### config.mk
export PLATFORM = sky130hd
export DESIGN_NAME = instr_queue
export DESIGN_NICKNAME = d
export VERILOG_FILES = /design/src/rtl/instr_queue.sv
export SDC_FILE = /design/constraint.sdc
export NUM_CORES = 1
export LEC_CHECK = 0
export BUFFER_PORTS_ARGS = -buffer_cell sky130_fd_sc_hd__buf_2
export CAP_MARGIN = 20
export CORE_MARGIN = 2
export CORE_UTILIZATION = 50
export DETAILED_ROUTE_END_ITERATION = 16
export PLACE_DENSITY = 0.66
export RECOVER_POWER = 50
export SLEW_MARGIN = 20
export SYNTH_ARGS = -nofsm -noshare
export SYNTH_HDL_FRONTEND = slang
export SYNTH_SLANG_ARGS = --single-unit
### constraint.sdc
create_clock -name clk -period 5.5 [get_ports clk]
set_input_delay 0.825 -clock clk [delete_from_list [all_inputs] [get_ports clk]]
set_output_delay 0.825 -clock clk [all_outputs]
set_load 0.02 [all_outputs]
### src/rtl/instr_queue.sv
// Fetch-to-decode instruction FIFO: circular buffer with registered decoder outputs and ROB flush.
// Optional IQ_BYPASS_EN forwards a fetched instruction straight to the outputs when the queue is empty.
module instr_queue #(
    parameter int QueueDepth = 16,
    parameter int PtrLength  = 3
) (
    input  logic        clk,
    input  logic        rst,
    input  logic        is_valid_from_fetcher,
    input  logic [31:0] instr_from_fetcher,
    input  logic [31:0] pc_from_fetcher,
    input  logic        is_stall_from_rf,
    input  logic        is_exception_from_rob,
    output logic        is_full_to_fetcher,
    output logic        is_empty_to_decoder,
    output logic [31:0] instr_to_decoder,
    output logic [31:0] pc_to_decoder
);
    localparam int CntW = PtrLength + 2;
    localparam logic [CntW-1:0] FULL_CNT = CntW'(QueueDepth);

    typedef struct packed {
        logic [31:0] instr;
        logic [31:0] pc;
    } entry_t;

    entry_t                 mem [QueueDepth];
    logic [PtrLength:0]     head, tail;
    logic [CntW-1:0]        count;
    logic                   bypass, do_push, do_pop;

`ifdef IQ_BYPASS_EN
    assign bypass = is_valid_from_fetcher && !is_stall_from_rf && (count == '0);
`else
    assign bypass = 1'b0;
`endif

    // A bypassed instruction goes to the outputs only, never into storage.
    assign do_push = is_valid_from_fetcher && (count != FULL_CNT) && !bypass;
    assign do_pop  = !is_stall_from_rf && (count != '0);

    assign is_full_to_fetcher = (count == FULL_CNT);

    always_ff @(posedge clk) begin
        if (!rst && !is_exception_from_rob && do_push)
            mem[tail] <= '{instr: instr_from_fetcher, pc: pc_from_fetcher};
    end

    always_ff @(posedge clk) begin
        if (rst) begin
            head                <= '0;
            tail                <= '0;
            count               <= '0;
            is_empty_to_decoder <= 1'b1;
            instr_to_decoder    <= '0;
            pc_to_decoder       <= '0;
        end else if (is_exception_from_rob) begin
            head                <= '0;
            tail                <= '0;
            count               <= '0;
            is_empty_to_decoder <= 1'b1;
        end else begin
            if (do_push)
                tail <= tail + 1'b1;
            if (do_pop) begin
                instr_to_decoder    <= mem[head].instr;
                pc_to_decoder       <= mem[head].pc;
                head                <= head + 1'b1;
                is_empty_to_decoder <= 1'b0;
            end else if (bypass) begin
                instr_to_decoder    <= instr_from_fetcher;
                pc_to_decoder       <= pc_from_fetcher;
                is_empty_to_decoder <= 1'b0;
            end else if (!is_stall_from_rf) begin
                is_empty_to_decoder <= 1'b1;
            end
            case ({do_push, do_pop})
                2'b10:   count <= count + 1'b1;
                2'b01:   count <= count - 1'b1;
                default: count <= count;
            endcase
        end
    end
endmodule

==> results.md <==
* Combinational power share at 2.0%
* Nets at 2,188
* # clock sinks at approximately 1,100
* Period utilization at 63.9%
* Post-synth EDFFs at just over 1,000
* Largest net degree at the start of global routing at between 100 and 150
* Drt wl/cell at 27.5 um
* Crit path DAT at 3.83 ns
* Worst Setup Start Kind: flop
* Static Leak at around 14 nW
* Slew headroom at 27.9%
* Yosys top cell area share at 74.0%
* Crit path kind: flop to flop
* Min-Delay Path Class: flop to flop
* Yosys warns at 0
* Mapped cell area at 41,600 um^2
* First-pass GRT wire length at approximately 130,000 um
* Status: finished clean
* Min cycle time layout at 3.51 ns
* Largest family of logic cells by synthesized area: multiplexers
* Internal power at between 10 and 15 mW
* Unrepaired setup endpoints after global routing: false
* Post-Synthesis Cells at 1,923
* Fmax at 285 MHz
* Data required time of the worst path at 5.82 ns
* H-tree depth at 3
* Insertion delay to the later sink of the worst-skew pair at 0.68 ns
* Ys flop type: edfxtp_1
* Vias after detailed routing at 19,800
* Gr usage total at 21.3%
* WL final at 89,900 um
* DP Wirelength at between 40,000 and 50,000 um
* Setup ws final at between 1.5 and 2 ns
* TritonCTS Buffers at between 100 and 150
* Drt drc at 0
* Layout cells sized above 1 at 21.6%
* Fin util at roughly 57%
* Max Cap Viol at 0
* Gr ovfl total at 0
* Post-cts resize count at 0
* Largest cells by area after synthesis: edfxtp_1 74%, mux4_2 11%, mux2i_1 4.6%
* Area leader, netlist: edfxtp_1
* Core ar. at roughly 82,000 um^2
* Worst slew pin tran at 1.08 ns
* Die Height at 292 um
* Crit. End Element: flop
* Internal reg-to-reg setup slack at 1.99 ns
* Synth Area in Compound Gates at 3.55%
* Fin Setup TNS at 0 ns
* Setup slack at placement at 1.88 ns
* Die W at between 200 and 300 um
* Post-Synth XOR/XNOR Area at less than 1%
* P per Cell Area at 362 nW/um^2
* Psw at about 3.3 mW
* Clk network pwr share at between 40% and 50%
* Sequential share of power at 53.9%
* Initial antenna violation count at 3
* Final slew viol count at 0
* Asr flop ratio synth at 0%
* Clock-pin slew on the worst setup and hold paths at about 0.06 ns
* CTS root buffer: clkbuf_16
* Post-CTS Setup Bufs at 0
* Final Hold Viols at 0
* Clock buffer depth at 3
* Post-CTS Hold Buffers at 0
* Layout Area Growth over Synthesis at 13.6%
* 1st-iter DRT viols at 1,781
* Fraction of the mapped netlist area in adder cells at 0.319%
* DRT Pass-1 Iters at 5
* Maximum VDD drop at 0.245 mV
* Vias in the first global route at between 20,000 and 25,000
* Row Count at ~110
* Die area at between 80,000 and 90,000 um^2
* Register area share after synthesis at 77.7%
* PortBufs at between 100 and 150
* Synth Register Bits at between 1,000 and 1,500
* Initial Util at 50.5%
* Synth cell types at 46
* Post-synthesis mux area share at ~16%
* CTS tree: yes
* Final Wtd Congestion at 0.755
* Syn_area_per_cell at 21.6 um^2
* Setup violators final at 0
* Final Skew at 0.0249 ns
* I/O pin total at 135
* Simple-gate area share of the yosys netlist at 0.825%
* Antenna viol nets, final at 0
* Syn_nets at 2,002
* Switch share at between 10% and 20%
* Via-to-Cell Ratio at 6.05
* Crit-path max FO at 26
## critical path: stages (launching register included)
cell	delay [ns]
dfxtp_1	0.44
nor4_1	0.15
a21boi_0	0.76
nand2_1	0.44
nor2_4	0.82
buf_4	0.51
## layer usage
metal  vias up  global-route usage, %  routed length [um]
met5         -                      0                  38
met4         6                   5.25                1330
met3       104                   3.62                5820
met2       669                   34.7               44300
met1     10600                   30.5               38400
li1       8466                      -                   -
## synthesized netlist by cell type, types with 3 or more instances
| cell type | count |
|---|---|
| edfxtp_1 | 1024 |
| mux4_2 | 210 |
| mux2i_1 | 189 |
| o22ai_1 | 90 |
| dfxtp_1 | 78 |
| buf_2 | 48 |
| a21oi_1 | 40 |
| nor2_1 | 36 |
| clkbuf_1 | 34 |
| a31o_1 | 29 |
| o21ai_0 | 19 |
| a31o_2 | 17 |
| buf_6 | 10 |
| nor3_1 | 10 |
| ha_1 | 9 |
| a211oi_1 | 7 |
| buf_1 | 7 |
| buf_4 | 6 |
| inv_1 | 6 |
| nand2_1 | 6 |
| xor2_1 | 5 |
| nand3_1 | 4 |
| nand3b_1 | 4 |
| xnor2_1 | 4 |
| nor2b_1 | 3 |
| o211ai_1 | 3 |
## cell families (layout without fill, tap and decap cells)
family                     after synthesis  after routing
buffers and inverters                  114            395
xor gates and xnor gates                 9              9
adders and majority gates               10             10
other                                    0              1
DFF                                   1102           1102
muxes                                  399            399
AOI/OAI and AO/OA                      217            217
and+or+nand+nor                         72             72
## path summary, 6_finish.rpt
path / startpoint / end / cells past startpoint
setup / recovery: count[0] / mem[9][46] / 5
hold / removal: pc_to_decoder[10] / pc_to_decoder[10] / 1
setup reg to reg: count[0] / mem[9][46] / 5
hold reg to reg: pc_to_decoder[10] / pc_to_decoder[10] / 1
## state kept, by name, summed over array words and instances, names as in the netlist
| register | cells |
|---|---|
| count | 5 |
| is_empty_to_decoder | 1 |
| instr_to_decoder | 32 |
| mem | 1024 |
| tail | 4 |
| head | 4 |
| pc_to_decoder | 32 |
## power by group through the flow
stage | registers [mW] | clock network [mW] | logic [mW]
final | 9.21 | 7.54 | 0.337
after global routing | 9.21 | 7.98 | 0.367
after CTS | 9.21 | 7.66 | 0.353
after detailed placement | 9.39 | 0 | 0.353
after global placement | 9.39 | 0 | 0.335
after floorplan | 9.40 | 0 | 0.139
## cells in the final DEF, fill, tap and decap left out, types with 22 or more instances in the layout
cell	n
a21oi_1	40
a31o_1	29
buf_4	32
clkbuf_1	151
clkbuf_16	112
clkinv_2	22
dfxtp_1	75
edfxtp_1	1024
mux2i_1	189
mux4_2	210
o22ai_1	90
## stage by stage
step	hold WS, ns	cell area (um^2)	std cells	total power, mW
global placement	0.455	43600	3063	9.72
CTS	0.475	47400	3273	17.2
floorplan	0.493	41600	1923	9.54
detailed placement	0.460	43700	3067	9.74
global route	0.497	47200	3274	17.6
finish	0.473	47200	3275	17.1
## area by class of cell
class                   instances  area, um^2
multi-input cells             707        8760
well taps                    1070        1340
clock buffers                 147        3060
diodes                          1        2.50
flip-flops and latches       1102       32300
fillers                      6017       35000
clock inverters                59         621
repair buffers                183        1090
inverters                       6        22.5
Note: power is estimated with default switching activity, not from simulation.
